File: src/rtl/ones_comp_checksum.sv
// Sequential ones'-complement checksum accumulator with valid/ready word input
// and a result held until acknowledged.
module ones_comp_checksum #(
    parameter int WIDTH   = 4,
    parameter int COUNT_W = 8
) (
    input  logic               clk,
    input  logic               rst_n,
    input  logic               start,
    input  logic               in_valid,
    output logic               in_ready,
    input  logic [WIDTH-1:0]   in_data,
    input  logic               in_last,
    output logic               sum_valid,
    output logic [WIDTH-1:0]   sum_out,
    output logic [WIDTH-1:0]   acc_out,
    output logic [COUNT_W-1:0] word_count,
    input  logic               sum_ack
);

    typedef enum logic [1:0] {
        IDLE  = 2'd0,
        ACCUM = 2'd1,
        DONE  = 2'd2
    } state_t;

    state_t             state_q;
    logic [WIDTH-1:0]   acc_q;
    logic [WIDTH-1:0]   sum_q;
    logic [COUNT_W-1:0] cnt_q;

    logic               beat;
    logic [WIDTH-1:0]   acc_d;
    logic [COUNT_W-1:0] cnt_d;

    // End-around carry add; all-ones is kept as a legal "negative zero".
    function automatic logic [WIDTH-1:0] oc_add(input logic [WIDTH-1:0] a,
                                                 input logic [WIDTH-1:0] b);
        logic [WIDTH:0] t;
        t = {1'b0, a} + {1'b0, b};
        return t[WIDTH-1:0] + {{(WIDTH-1){1'b0}}, t[WIDTH]};
    endfunction

    assign beat  = in_valid && (state_q == ACCUM);
    assign acc_d = oc_add(acc_q, in_data);
    assign cnt_d = (cnt_q == {COUNT_W{1'b1}}) ? cnt_q : cnt_q + 1'b1;

    always_ff @(posedge clk or negedge rst_n) begin
        if (!rst_n) begin
            state_q <= IDLE;
            acc_q   <= '0;
            sum_q   <= '0;
            cnt_q   <= '0;
        end else begin
            case (state_q)
                IDLE: begin
                    if (start) begin
                        acc_q   <= '0;
                        cnt_q   <= '0;
                        state_q <= ACCUM;
                    end
                end
                ACCUM: begin
                    if (beat) begin
                        acc_q <= acc_d;
                        cnt_q <= cnt_d;
                        if (in_last) begin
                            sum_q   <= ~acc_d;
                            state_q <= DONE;
                        end
                    end
                end
                DONE: begin
                    if (sum_ack) state_q <= IDLE;
                end
                default: state_q <= IDLE;
            endcase
        end
    end

    // Handshake flags decode straight from the registered state.
    assign in_ready   = (state_q == ACCUM);
    assign sum_valid  = (state_q == DONE);
    assign sum_out    = sum_q;
    assign acc_out    = acc_q;
    assign word_count = cnt_q;

endmodule
File: config.mk
export PLATFORM = sky130hd
export DESIGN_NAME = ones_comp_checksum
export DESIGN_NICKNAME = d
export VERILOG_FILES = /design/src/rtl/ones_comp_checksum.sv
export SDC_FILE = /design/constraint.sdc
export NUM_CORES = 1
export LEC_CHECK = 0
export CORE_UTILIZATION = 40
export DETAILED_ROUTE_END_ITERATION = 8
export PLACE_DENSITY = 0.8
export SLEW_MARGIN = 20
export SYNTH_ARGS = -nofsm -noshare
export SYNTH_HDL_FRONTEND = slang
export SYNTH_SLANG_ARGS = --single-unit
File: constraint.sdc
create_clock -name clk -period 3.14 [get_ports clk]
set_clock_uncertainty 0.1 [all_clocks]
set_input_delay 0.628 -clock clk [delete_from_list [all_inputs] [get_ports clk]]
set_output_delay 0.628 -clock clk [all_outputs]
set_load 0.02 [all_outputs]
==> metrics.yaml <==
outcome:
  outcome: "complete, no violations"
grt:
  grt.overflow.total: 0
  grt_pass1_wl_um: 3900
  antenna_found_initial: 0
  track_usage_pct: 19.7
  grt_max_degree: 19
  grt_pass1_vias: 853
sta:
  finalHoldViolCount: 0
  holdWs_ps: 384
  finalCritPeriodShare_pct: 93.6
  rsz0062_at_grt: "false"
  slew_headroom_pct: 46.0
  slew_viol_final: 0
  period_needed_ps: 2940
  setup_viol: 0
  max_slew.worst_pin.slew_ps: 808
  setup_slack_ps: 201
  max_freq_ghz: 0.340
  fin_tns_setup_ps: 0
detailed_routing:
  met1_length_um: 955
  final_antenna_net_count: 0
  wl_met3_um: 139
  top_layer_used: "met4"
  via_per_inst: 5.48
  drcViolationCount: 0
  drt_iter0_drc: 10
  dr.pass1.iters: 4
  vias: 850
  routed-wl-met2_um: 1130
  wl_um: 2240
  wire_per_inst_um: 14.5
yosys:
  synth_top_area_share_pct: 44.7
  synth-simple-area-share_pct: 17.5
  yosysUniqueCellTypes: 31
  synth_top_cells_by_area: "dfrtp_1, ha_1, o21ai_0"
  yosys_warnings: 0
  syn-num-nets: 116
  ys_ff_latch: 18
  synthMuxAreaShare_pct: 0
  synth_top_family_by_area: "compound AO/OA/AOI/OAI gates"
  synth_fa_ha_area_share_pct: 10.7
  synth_compound_area_share_pct: 18.7
  syn_area_sq_um: 1010
  syn_avg_cell_area_sq_um: 10.3
  synth_xor_area_share_pct: 3.97
  postSynthCellCount: 98
  synth.largest_area_cell: "dfrtp_1"
  yosysSeqAreaShare_pct: 44.7
cts:
  clockBufferDepth: 2
  cts_setup_buffers: 0
  holdBufCountCts: 0
  clkTransAtPathRegs_ps: 100
  cts_tree: "built"
  clock_latency_ps: 300
  htree_levels: 1
  ctsResizeCount: 0
  cts.sinks: 18
  cts_buffers: 3
  clock-root-buffer: "clkbuf_4"
floorplanning:
  dieHeight_um: 52.2
  die_width_um: 52.2
  dieArea_sq_um: 2730
  core_area_sq_um: 2300
  start_util_pct: 43.9
  io_pins: 28
  rows: 17
critical_path:
  endpoint_kind: "flip-flop"
  critPathLaunchType: "input port"
  cp.arrival_ps: 3030
  crit_type: "input port to flip-flop"
  cp.required_ps: 3230
  path_max_fanout: 2
power_and_ir_drop:
  power.switching_mw: 0.426
  seq_power_share_pct: 34.1
  p_int_mw: 0.631
  leakage_nw: 0.598
  clockPowerShare_pct: 13.6
  vdd_drop_max_uv: 540
  p_per_area_nw_per_um2: 794
  combPwrFrac_pct: 52.3
  switching_share_pct: 40.3
layout:
  final_nets: 146
  n_antenna_cell: 0
  fillers: 211
  drive_gt1_share_pct: 5.51
  area_growth_pct: 32.0
min_path:
  hold_path.class: "flip-flop to flip-flop"
place:
  portBuffers: 27
  dpl_worst_slack_ps: -113
  gp_congestion: 0.813
  dp_hpwl_um: 1710
flow_run:
  drv_cap: 0
## routing by layer
layer | global-route usage [%] | up-vias
met3 | 6.38 | 2
li1 | - | 413
met2 | 33.5 | 27
met4 | 4.82 | 0
met5 | 0 | -
met1 | 24.2 | 408
## synth_stat cells
cell,number
and3_1,2
a22o_1,4
nor2_1,1
ha_1,7
nand4_1,2
or2_2,1
and2_1,1
a21oi_1,4
o22ai_2,1
buf_6,1
xor2_1,1
dfrtp_1,18
nor3b_1,1
buf_4,1
or2b_1,1
xnor2_1,1
nand3_1,5
nand2b_1,2
nor2b_1,1
and3b_1,1
o41ai_1,1
o31ai_1,2
o21ai_0,14
a21o_1,2
fa_1,1
nor3b_4,1
xnor3_1,1
nand2_1,8
inv_1,7
or3_1,3
a31oi_1,2
## worst paths after layout
path / startpoint / endpoint / slack [ps] / cells after the start
max: in_data[0] / acc_out[3] / 200 / 11
min: sum_out[0] / sum_out[0] / 380 / 2
max reg2reg: acc_out[0] / acc_out[3] / 600 / 10
min reg2reg: sum_out[0] / sum_out[0] / 380 / 2
max in group asynchronous: rst_n / sum_out[1] / 1750 / 1
min in group asynchronous: rst_n / word_count[4] / 690 / 1
## area by class of cell
type	instances	area [sq um]	area share [%]
multi-input combinational	71	513	38.5
sequential	18	450	33.8
timing repair buffer	27	270	20.3
clock buffer	4	36.3	2.73
tap	28	35.0	2.63
inverter	7	26.3	1.97
## worst max-delay path: stages
cell and delay (ps):
clkdlybuf4s50_1 470, ha_1 170, inv_1 60, fa_1 400, nor2b_1 130, o21ai_0 110, nand2b_1 90, ha_1 170
nor3b_1 250, xnor3_1 370, a22o_1 190
## power by group through the flow
stage               Combinational, mW  Clock [mW]  Sequential [mW]
detailed placement              0.557           0            0.364
CTS                             0.559       0.148            0.360
finish                          0.553       0.144            0.360
global route                    0.614       0.161            0.370
global placement                0.539           0            0.362
floorplan                       0.292           0            0.419
## logic make-up after synthesis
group,Yosys count
compound gates,30
simple gates,30
flops,18
buf+inv,9
fa+ha+maj,8
xor+xnor,3
## layout by cell type (no fill, tap or decap)
cell and n:
or3_1 3, or2_2 1, a21oi_1 4, or2b_1 1, and2_1 1, inv_1 7, nor2_1 1, nor2b_1 1
nand2b_1 2, dfrtp_1 18, fa_1 1, clkdlybuf4s50_1 27, and3b_1 1, o41ai_1 1, xor2_1 1, nand2_1 8
nor3b_4 1, nand3_1 5, xnor3_1 1, o21ai_0 14, ha_1 7, nor3b_1 1, o22ai_2 1, and3_1 2
nand4_1 2, xnor2_1 1, o31ai_1 2, a31oi_1 2, a22o_1 4, a21o_1 2, clkbuf_8 1, clkbuf_4 3
## stage by stage
stage	power [mW]	instance area [sq um]	instances	utilization [%]
floorplan	0.711	1010	98	-
global placement	0.900	1290	151	56.4
detailed placement	0.921	1290	151	56.4
CTS	1.07	1330	155	58.0
global route	1.14	1330	155	58.0
finish	1.06	1330	155	58.0
## registers in the layout, summed over array words and instances (netlist names)
signal      flops
acc_out         4
state_q         2
sum_out         4
word_count      8
Power figures use the tool's default switching activity.
